[src/rtl/sdio_arb_pkg.sv]
// Shared types and sizing helpers for the sdcard block-port arbiter.
package sdio_arb_pkg;

  typedef enum logic [1:0] {IDLE, CMD, XFER} arb_state_t;
  typedef enum logic {OP_RD, OP_WR} sd_op_t;

  localparam int unsigned BLOCK_BYTES_DEF = 512;
  localparam int unsigned CNT_W = $clog2(BLOCK_BYTES_DEF + 1);

  function automatic int unsigned cnt_width(input int unsigned bytes);
    return $clog2(bytes + 1);
  endfunction

endpackage

[src/rtl/sdcard_io_arbiter_rr.sv]
// Combinational round-robin picker: first requester at or after ptr_i wins.
module rr_arbiter #(
  parameter int unsigned N_REQ = 2,
  parameter int unsigned IDX_W = 1
) (
  input  logic [N_REQ-1:0] req_i,
  input  logic [IDX_W-1:0] ptr_i,
  output logic [N_REQ-1:0] grant_o,
  output logic [IDX_W-1:0] idx_o
);

  // Scan from the farthest offset back to ptr so the nearest requester overwrites last.
  always_comb begin
    int unsigned j;
    grant_o = '0;
    idx_o   = '0;
    j       = 0;
    for (int unsigned k = 0; k < N_REQ; k++) begin
      j = (int'(ptr_i) + (N_REQ - 1 - k)) % N_REQ;
      if (req_i[j]) begin
        grant_o    = '0;
        grant_o[j] = 1'b1;
        idx_o      = IDX_W'(j);
      end
    end
  end

endmodule

[src/rtl/sdcard_io_arbiter.sv]
// Round-robin block-transaction arbiter in front of the sdcard_subsystem block port.
// Optional per-requester completed-block counters: define SDIO_ARB_STATS_EN.
module sdcard_io_arbiter
  import sdio_arb_pkg::*;
#(
  parameter int unsigned N_REQ       = 2,
  parameter int unsigned BLOCK_BYTES = BLOCK_BYTES_DEF
) (
  input  logic                 clk,
  input  logic                 resetn,
  input  logic [N_REQ-1:0]     req_rd,
  input  logic [N_REQ-1:0]     req_wr,
  input  logic [N_REQ*32-1:0]  req_lba,
  output logic [N_REQ-1:0]     req_ack,
  output logic [7:0]           req_din,
  output logic [N_REQ-1:0]     req_din_tvalid,
  input  logic [N_REQ*8-1:0]   req_dout,
  output logic [N_REQ-1:0]     req_dout_taken,
  output logic [N_REQ-1:0]     req_done,
  output logic [N_REQ-1:0]     req_err,
  input  logic                 disk_mounted,
  output logic [31:0]          io_lba,
  output logic                 io_rd,
  output logic                 io_wr,
  input  logic                 io_ack,
  input  logic [7:0]           io_din,
  input  logic                 io_din_tvalid,
  output logic [7:0]           io_dout,
  input  logic                 io_dout_tvalid,
  output logic [N_REQ*32-1:0]  stat_blocks
);

  localparam int unsigned IDX_W = (N_REQ > 1) ? $clog2(N_REQ) : 1;
  localparam int unsigned CW    = cnt_width(BLOCK_BYTES);
  localparam logic [CW-1:0] LAST_BYTE = CW'(BLOCK_BYTES - 1);

  arb_state_t       state_q, state_d;
  sd_op_t           op_q, op_d;
  logic [IDX_W-1:0] g_q, g_d;
  logic [IDX_W-1:0] ptr_q, ptr_d;
  logic [CW-1:0]    cnt_q, cnt_d;
  logic             io_rd_q, io_rd_d;
  logic             io_wr_q, io_wr_d;
  logic [31:0]      lba_q, lba_d;
  logic [N_REQ-1:0] done_q, done_d;
  logic [N_REQ-1:0] err_q, err_d;

  logic [N_REQ-1:0] any_req;
  logic [N_REQ-1:0] gnt_oh;
  logic [IDX_W-1:0] gnt_idx;
  logic [IDX_W-1:0] ptr_next;
  logic             beat;

  assign any_req  = req_rd | req_wr;
  assign ptr_next = (g_q == IDX_W'(N_REQ - 1)) ? '0 : g_q + 1'b1;

  rr_arbiter #(
    .N_REQ (N_REQ),
    .IDX_W (IDX_W)
  ) u_rr (
    .req_i   (any_req),
    .ptr_i   (ptr_q),
    .grant_o (gnt_oh),
    .idx_o   (gnt_idx)
  );

  always_ff @(posedge clk) begin
    if (!resetn) begin
      state_q <= IDLE;
      op_q    <= OP_RD;
      g_q     <= '0;
      ptr_q   <= '0;
      cnt_q   <= '0;
      io_rd_q <= 1'b0;
      io_wr_q <= 1'b0;
      lba_q   <= '0;
      done_q  <= '0;
      err_q   <= '0;
    end else begin
      state_q <= state_d;
      op_q    <= op_d;
      g_q     <= g_d;
      ptr_q   <= ptr_d;
      cnt_q   <= cnt_d;
      io_rd_q <= io_rd_d;
      io_wr_q <= io_wr_d;
      lba_q   <= lba_d;
      done_q  <= done_d;
      err_q   <= err_d;
    end
  end

  always_comb begin
    state_d        = state_q;
    op_d           = op_q;
    g_d            = g_q;
    ptr_d          = ptr_q;
    cnt_d          = cnt_q;
    io_rd_d        = io_rd_q;
    io_wr_d        = io_wr_q;
    lba_d          = lba_q;
    done_d         = '0;
    err_d          = '0;
    beat           = 1'b0;
    req_ack        = '0;
    req_din        = '0;
    req_din_tvalid = '0;
    req_dout_taken = '0;
    io_dout        = '0;

    unique case (state_q)
      IDLE: begin
        if (disk_mounted && (|gnt_oh)) begin
          g_d   = gnt_idx;
          lba_d = req_lba[32*int'(gnt_idx) +: 32];
          if (req_rd[gnt_idx]) begin
            op_d    = OP_RD;
            io_rd_d = 1'b1;
          end else begin
            op_d    = OP_WR;
            io_wr_d = 1'b1;
          end
          state_d = CMD;
        end
      end
      CMD: begin
        if (!disk_mounted) begin
          err_d[g_q] = 1'b1;
          io_rd_d    = 1'b0;
          io_wr_d    = 1'b0;
          cnt_d      = '0;
          ptr_d      = ptr_next;
          state_d    = IDLE;
        end else if (io_ack) begin
          req_ack[g_q] = 1'b1;
          io_rd_d      = 1'b0;
          io_wr_d      = 1'b0;
          state_d      = XFER;
        end
      end
      XFER: begin
        req_din = io_din;
        io_dout = req_dout[8*int'(g_q) +: 8];
        if (op_q == OP_RD) begin
          req_din_tvalid[g_q] = io_din_tvalid;
          beat                = io_din_tvalid;
        end else begin
          req_dout_taken[g_q] = io_dout_tvalid;
          beat                = io_dout_tvalid;
        end
        if (!disk_mounted) begin
          err_d[g_q] = 1'b1;
          io_rd_d    = 1'b0;
          io_wr_d    = 1'b0;
          cnt_d      = '0;
          ptr_d      = ptr_next;
          state_d    = IDLE;
        end else if (beat) begin
          if (cnt_q == LAST_BYTE) begin
            cnt_d       = '0;
            done_d[g_q] = 1'b1;
            ptr_d       = ptr_next;
            state_d     = IDLE;
          end else begin
            cnt_d = cnt_q + 1'b1;
          end
        end
      end
      default: state_d = IDLE;
    endcase
  end

  assign io_rd    = io_rd_q;
  assign io_wr    = io_wr_q;
  assign io_lba   = lba_q;
  assign req_done = done_q;
  assign req_err  = err_q;

`ifdef SDIO_ARB_STATS_EN
  for (genvar i = 0; i < int'(N_REQ); i++) begin : g_stat
    logic [31:0] blk_q, blk_d;
    assign blk_d = (done_q[i] && (blk_q != '1)) ? blk_q + 32'd1 : blk_q;
    always_ff @(posedge clk) begin
      if (!resetn) blk_q <= '0;
      else         blk_q <= blk_d;
    end
    assign stat_blocks[32*i +: 32] = blk_q;
  end
`else
  assign stat_blocks = '0;
`endif

endmodule

[config.mk]
export PLATFORM = sky130hd
export DESIGN_NAME = sdcard_io_arbiter
export DESIGN_NICKNAME = d
export VERILOG_FILES = /design/src/rtl/sdio_arb_pkg.sv /design/src/rtl/sdcard_io_arbiter_rr.sv /design/src/rtl/sdcard_io_arbiter.sv
export SDC_FILE = /design/constraint.sdc
export NUM_CORES = 1
export LEC_CHECK = 0
export ABC_AREA = 1
export ABC_CLOCK_PERIOD_IN_PS = 1890
export BUFFER_PORTS_ARGS = -buffer_cell sky130_fd_sc_hd__clkbuf_2
export CORE_MARGIN = 1
export CORE_UTILIZATION = 40
export CTS_CLUSTER_DIAMETER = 40
export DETAILED_ROUTE_END_ITERATION = 8
export GPL_TIMING_DRIVEN = 0
export PLACE_DENSITY = 0.84
export SLEW_MARGIN = 20
export SYNTH_ARGS = -nofsm -noshare
export SYNTH_HDL_FRONTEND = slang
export SYNTH_HIERARCHICAL = 1
export SYNTH_SLANG_ARGS = --single-unit
export TNS_END_PERCENT = 5
[constraint.sdc]
create_clock -name clk -period 1.89 [get_ports clk]
set_clock_uncertainty 0.15 [all_clocks]
set_input_delay 0.0945 -clock clk [delete_from_list [all_inputs] [get_ports clk]]
set_output_delay 0.0945 -clock clk [all_outputs]
set_load 0.01 [all_outputs]
==> metrics.md, run 1 <==
| Metric | Value |
|---|---|
| Status | `finished clean` |
| Leakage | `2.70 nW` |
| Worst hold path type | `in -> reg` |
| CP Launch Type | `flip-flop` |
| Cell variety after synth | `35` |
| EDFF count, synth | `0` |
| Total number of vias | `3644` |
| Pre-antenna DRT Iters | `4` |
| Detailed Route Iter0 Violations | `64` |
| Fin crit period | `1.80 ns` |
| Critical Path Max Stage Delay | `0.33 ns` |
| Final hold slack | `0.00594 ns` |
| Ys async rst share | `0%` |
| CP endpoint kind | `primary output` |
| YS warnings | `6` |
| Io pins | `222` |
| Max Cap Viol | `0` |
| Hold EP | `io_lba[3]` |
| Final Cell Area | `4730 um2` |
| Final Hold Fails | `0` |
| DP Area | `4530 um2` |
| DR vias/cell | `4.24` |
| Synth area leader | `dfxtp_1` |
| Hold path depth | `5` |
| TritonCTS clock tree | `yes` |
| Crit Path Class | `reg -> out` |
| Port bufs | `157` |
| CTS sink cnt | `53` |
| Cts bufs inserted | `5` |
| Placed cells | `844` |
| Remaining DRCs | `0` |
| Dpl ws | `-0.167 ns` |
| Crit Path Max Fanout | `12` |
| Hold Crit Start | `req_lba[3]` |
| Data arrival time of the critical path | `1.56 ns` |
| Antenna cells | `0` |
| Vias in the first global route | `3228` |
| Max Fclk | `0.555 GHz` |
| GRT overflow | `0` |
| Sequential share of the synthesized area | `31.4%` |
| Antenna Nets Post-Route | `0` |
| Synth top area share | `31.4%` |
| Final setup viols | `0` |
| Number of synthesized register bits | `53` |
| Core Area | `8180 um2` |
| Peak VDD IR | `0.491 mV` |
| Die X | `93.9 um` |
| Clock Tree Root | `clkbuf_8` |
| Worst r2r path cells | `6` |
| Layout net count | `856` |
| Ranking of synthesized cells by area | `dfxtp_1 31%, nand2_1 15%, buf_4 14%` |
| Mapped Area | `3370 um2` |
| Ordered list of cells on the worst path | `inv_1, ha_2, clkbuf_8, o21ai_0, nor2_1, clkbuf_2` |
| RePlAce Congestion | `0.789` |
| Setup WS post-layout | `0.0889 ns` |
| Final std cells w/o fill | `860` |
| FF-to-FF setup slack | `0.13 ns` |
| Die Outline Area | `8810 um2` |
| Crit path required time | `1.65 ns` |
| Detailed Place HPWL | `7.10 mm` |
| Final wirelength | `8.69 mm` |
| Maximum clock insertion buffer count | `2` |
| Tot Pwr | `0.00494 W` |
| Max stage delay cell, worst path | `dfxtp_1` |
| Largest net degree at the start of global routing | `15` |
| Die height | `93.9 um` |
| Initial antenna violation count | `0` |
| Final Cycle Share | `95.3%` |
| Power density of the placed cells | `1040 nW/um2` |
| Row count | `33` |
| Clk slew on worst S/H paths | `0.10 ns` |
| CTS H-tree lvls | `2` |
| Tot GR Track Use | `19.9%` |
| Main flop type after synthesis | `dfxtp_1` |
| Layout cells sized above 1 | `36.2%` |
| RR Endpoint | `io_lba[5]` |
| Avg WL per Cell | `10.1 um` |
| Area growth from synthesis to layout | `40.3%` |
| Starting Density | `41.3%` |
| Later-pin clock latency in the skew report | `0.31 ns` |
| Wire length of the first global-routing pass | `13.8 mm` |
| Max-slew violations | `0` |
| Unrepaired setup endpoints after global routing | `yes` |
| Syn_area_per_cell | `6.50 um2` |
| RR Startpoint | `state_q[0]` |
| Synthesized netlist cell count | `519` |
[metrics by stage]
stage / setup TNS (ns) / utilization [%]
after floorplan: 0 / -
final: 0 / 57.9
after detailed placement: -2.66 / 55.4
after global placement: -1.65 / 55.4
after CTS: 0 / 57.2
after global routing: -0.111 / 57.9
[report_power, final]
group / switching [W] / internal, W
Clock: 0.000358 / 0.000264
Sequential: 0.000178 / 0.00143
Combinational: 0.00165 / 0.00106
[cell type report]
type / instances / area [um2]
timing repair buffer: 166 / 866
fill: 819 / 3440
multi-input combinational: 380 / 1740
inverter: 62 / 240
clock buffer: 8 / 80.1
buffer: 86 / 618
tap: 105 / 131
sequential: 53 / 1060
[metal layers]
layer	up-vias	track usage, %	share of wire (%)
met5	-	0	0
met4	0	5.90	1.5
li1	1942	-	-
met3	13	4.85	8.0
met1	1541	20.7	39
met2	148	38.8	51
[layout by cell type, fill, tap and decap left out, types with 2 or more instances in the layout]
cell,instances
clkbuf_2,162
nand2_1,137
buf_4,69
conb_1,64
inv_1,57
dfxtp_1,53
nor2_1,43
o21ai_0,42
a21oi_1,39
nand3_1,13
clkbuf_1,9
clkbuf_8,6
nor3_1,6
nor2_2,6
dlygate4sd3_1,5
buf_2,4
o21ai_1,4
nand2_2,3
clkbuf_4,3
nand2_4,3
xor2_1,3
ha_1,3
or2_2,2
inv_2,2
nand3_2,2
[flip-flops by register name (all words and copies together), names as in the netlist]
signal    count
g_q           1
io_wr         1
req_done      2
req_err       2
ptr_q         1
state_q       2
cnt_q        10
io_lba       32
op_q          1
io_rd         1
[worst max-delay path by stage]
stage | start | end | slack, ns
after floorplan | state_q[0] | cnt_q[9] | 0.35
after global placement | req_rd[1] | g_q | -0.15
after detailed placement | req_rd[1] | g_q | -0.17
after CTS | ptr_q | g_q | 0.004
after global routing | ptr_q | io_lba[11] | -0.02
final | state_q[0] | io_dout[3] | 0.09
[cells by family (layout without fill, tap and decap cells)]
group           after synthesis  after routing  share of synthesized area (%)
compound gates               90             90                           14.0
xor+xnor                      4              4                           1.04
fa+ha+maj                     4              4                           1.48
buf+inv                     149            322                           24.6
flops                        53             53                           31.4
other cells                   1             64                          0.111
simple gates                218            218                           27.4
[repair_timing]
| action | in CTS | in global routing |
|---|---|---|
| pin swaps | 1 | 0 |
| setup endpoints to repair | 20 | 34 |
| buffers inserted | 2 | 2 |
| hold buffers | 5 | 0 |
| endpoints found under the hold margin | 4 | 0 |
| resized for setup | 4 | 20 |
[worst max-delay path: cells and delay by family (launching register included)]
kind | cells | cell delay [ns]
and+or+nand+nor | 1 | 0.19
AOI/OAI and AO/OA | 1 | 0.08
DFF | 1 | 0.33
buffers and inverters | 3 | 0.43
adders and majority gates | 1 | 0.22
[cell usage after synthesis, drive strengths merged (2+ instances only)]
| cell | count |
|---|---|
| a21oi | 40 |
| buf | 75 |
| clkbuf | 12 |
| dfxtp | 53 |
| ha | 4 |
| inv | 61 |
| nand2 | 143 |
| nand3 | 16 |
| nor2 | 50 |
| nor3 | 6 |
| o21ai | 46 |
| or2 | 2 |
| xor2 | 3 |
No activity file was read; power rests on OpenSTA's default activity.
==> run 2: changes to the inputs <==
Settings changed: BUFFER_PORTS_ARGS -buffer_cell sky130_fd_sc_hd__clkbuf_2 to default, DONT_BUFFER_PORTS from default to 1, PLACE_DENSITY 0.84 to 0.61.
==> run 2 against run 1 <==
Against the previous run: first-iteration DRC count increased by 120%; critical path depth increased by 4; clock power increased by 7.2%; largest cell class unchanged; largest power group unchanged.
==> metrics.md, run 2 (same netlist as run 1, synthesis figures left out) <==
| Metric | Value |
|---|---|
| Dpl ws | `-0.0322 ns` |
| Tot GR Track Use | `21.6%` |
| Net Sw Power | `0.00214 W` |
| Starting Density | `41.3%` |
| Detailed Place HPWL | `6.61 mm` |
| RR Endpoint | `cnt_q[9]` |
| Port bufs | `0` |
| Max FFs per register | `32` |
| Io pins | `222` |
| Final Cell Area | `4540 um2` |
| CP Launch Type | `flip-flop` |
| RR Startpoint | `state_q[0]` |
| CTS H-tree lvls | `2` |
| Antenna Nets Post-Route | `0` |
| Maximum clock insertion buffer count | `2` |
| Area growth from synthesis to layout | `34.6%` |
| Commonest non-fill, non-tap cell in the layout | `nand2_1` |
| Remaining DRCs | `0` |
| Wire length of the first global-routing pass | `14.8 mm` |
| Flop pwr share | `38.4%` |
| Clock Tree Root | `clkbuf_8` |
| Hold EP | `io_rd` |
| Leakage | `2.27 nW` |
| Detailed Route Iter0 Violations | `138` |
| Row count | `33` |
| Crit Path Class | `reg -> reg` |
| Hold Crit Start | `req_rd[1]` |
| Commonest cells after routing, fill and taps aside | `137 x nand2_1, 69 x dlygate4sd3_1, 65 x buf_4` |
| Tot Pwr | `0.00467 W` |
| Power density of the placed cells | `1030 nW/um2` |
| Crit path required time | `1.95 ns` |
| Vias in the first global route | `3123` |
| Fin crit period | `1.76 ns` |
| Initial antenna violation count | `1` |
| Die height | `93.9 um` |
| DR vias/cell | `4.59` |
| Avg WL per Cell | `12.8 um` |
| Layout net count | `759` |
| Sw frac | `45.8%` |
| Data arrival time of the critical path | `1.81 ns` |
| Final hold slack | `0.0145 ns` |
| Core Area | `8180 um2` |
| Power share of the clock group | `14.3%` |
| Die Outline Area | `8810 um2` |
| Max-slew violations | `0` |
| Layout cells sized above 1 | `17.0%` |
| Later-pin clock latency in the skew report | `0.30 ns` |
| FF-to-FF setup slack | `0.13 ns` |
| Hold path depth | `4` |
| CP endpoint kind | `flip-flop` |
| TritonCTS clock tree | `yes` |
| Final setup viols | `0` |
| Final Hold Fails | `0` |
| Internal | `0.00253 W` |
| Crit Path Max Fanout | `4` |
| Max Fclk | `0.570 GHz` |
| CTS sink cnt | `53` |
| Setup WS post-layout | `0.134 ns` |
| Pre-antenna DRT Iters | `4` |
| Status | `finished clean` |
| Cts bufs inserted | `5` |
| Clk slew on worst S/H paths | `0.10 ns` |
| GRT overflow | `0` |
| Unrepaired setup endpoints after global routing | `no` |
| Final wirelength | `9.78 mm` |
| Total number of vias | `3499` |
| CP startpoint | `state_q[0]` |
| Largest net degree at the start of global routing | `20` |
| Max Cap Viol | `0` |
| Comb pwr share | `47.4%` |
| Worst hold path type | `in -> reg` |
| DP Area | `3740 um2` |
| Peak VDD IR | `0.719 mV` |
| RePlAce Congestion | `0.813` |
| Die X | `93.9 um` |
| Final Cycle Share | `92.9%` |
| Worst r2r path cells | `10` |
-- run 2: cell count changes in the layout (fill, tap and decap cells not counted), sizes merged --
cell and change:
clkbuf -161, dlygate4sd3 +64, buf -2, diode +1, inv +1
-- run 2: per-stage QoR --
stage                     TNS, ns  utilization [%]  cells
after floorplan                 0                -    582
after global routing            0             55.6    763
after CTS                       0             55.3    762
after global placement          0             45.8    687
after detailed placement  -0.0365             45.8    687
final                           0             55.6    763
-- run 2: power groups by stage --
stage	Combinational, W	Sequential, W	Clock, W
5_1_grt	0.00251	0.00183	0.000728
3_5_place_dp	0.00204	0.00182	0
6_report	0.00221	0.00179	0.000667
2_1_floorplan	0.00166	0.00173	0
3_3_place_gp	0.00200	0.00182	0
4_1_cts	0.00216	0.00180	0.000691
-- run 2: final cells by class --
cell class / count / area, um2
Sequential cell: 53 / 1060
Inverter: 62 / 236
Tap cell: 105 / 131
Timing Repair Buffer: 69 / 691
Antenna cell: 1 / 2.50
Multi-Input combinational cell: 380 / 1730
Buffer: 86 / 603
Clock buffer: 6 / 82.6
Clock inverter: 1 / 7.51
Fill cell: 759 / 3630
-- run 2: worst max-delay path by stage --
stage                       to  cells after the start
finish                cnt_q[9]                     10
floorplan             cnt_q[9]                     10
detailed placement  io_dout[4]                      6
global route        io_dout[1]                      5
global placement    io_dout[4]                      6
CTS                 io_dout[4]                      5
-- run 2: timing repair --
item                       CTS  global route
hold buffers                69             0
resized for setup            2            14
pin swaps                    1             1
buffers inserted             0             0
hold endpoints to repair    48             0
setup endpoints to repair   20            42
-- run 2: critical path, cell delays in order (launching register included) --
cell and delay (ns):
dfxtp_1 0.35, inv_1 0.08, ha_1 0.25, nand2_2 0.11, clkinv_2 0.09, nand3_4 0.10, nand3_2 0.09, nor2_1 0.23
nand3_1 0.10, nand2_1 0.09, nor2_2 0.03
-- run 2: metal layers --
metal	GRT usage [%]	wire length, um	vias to the layer above
met5	0	0	-
met4	6.79	191	0
met3	5.42	845	16
met2	39.4	4970	175
met1	24.5	3770	1557
li1	-	-	1751
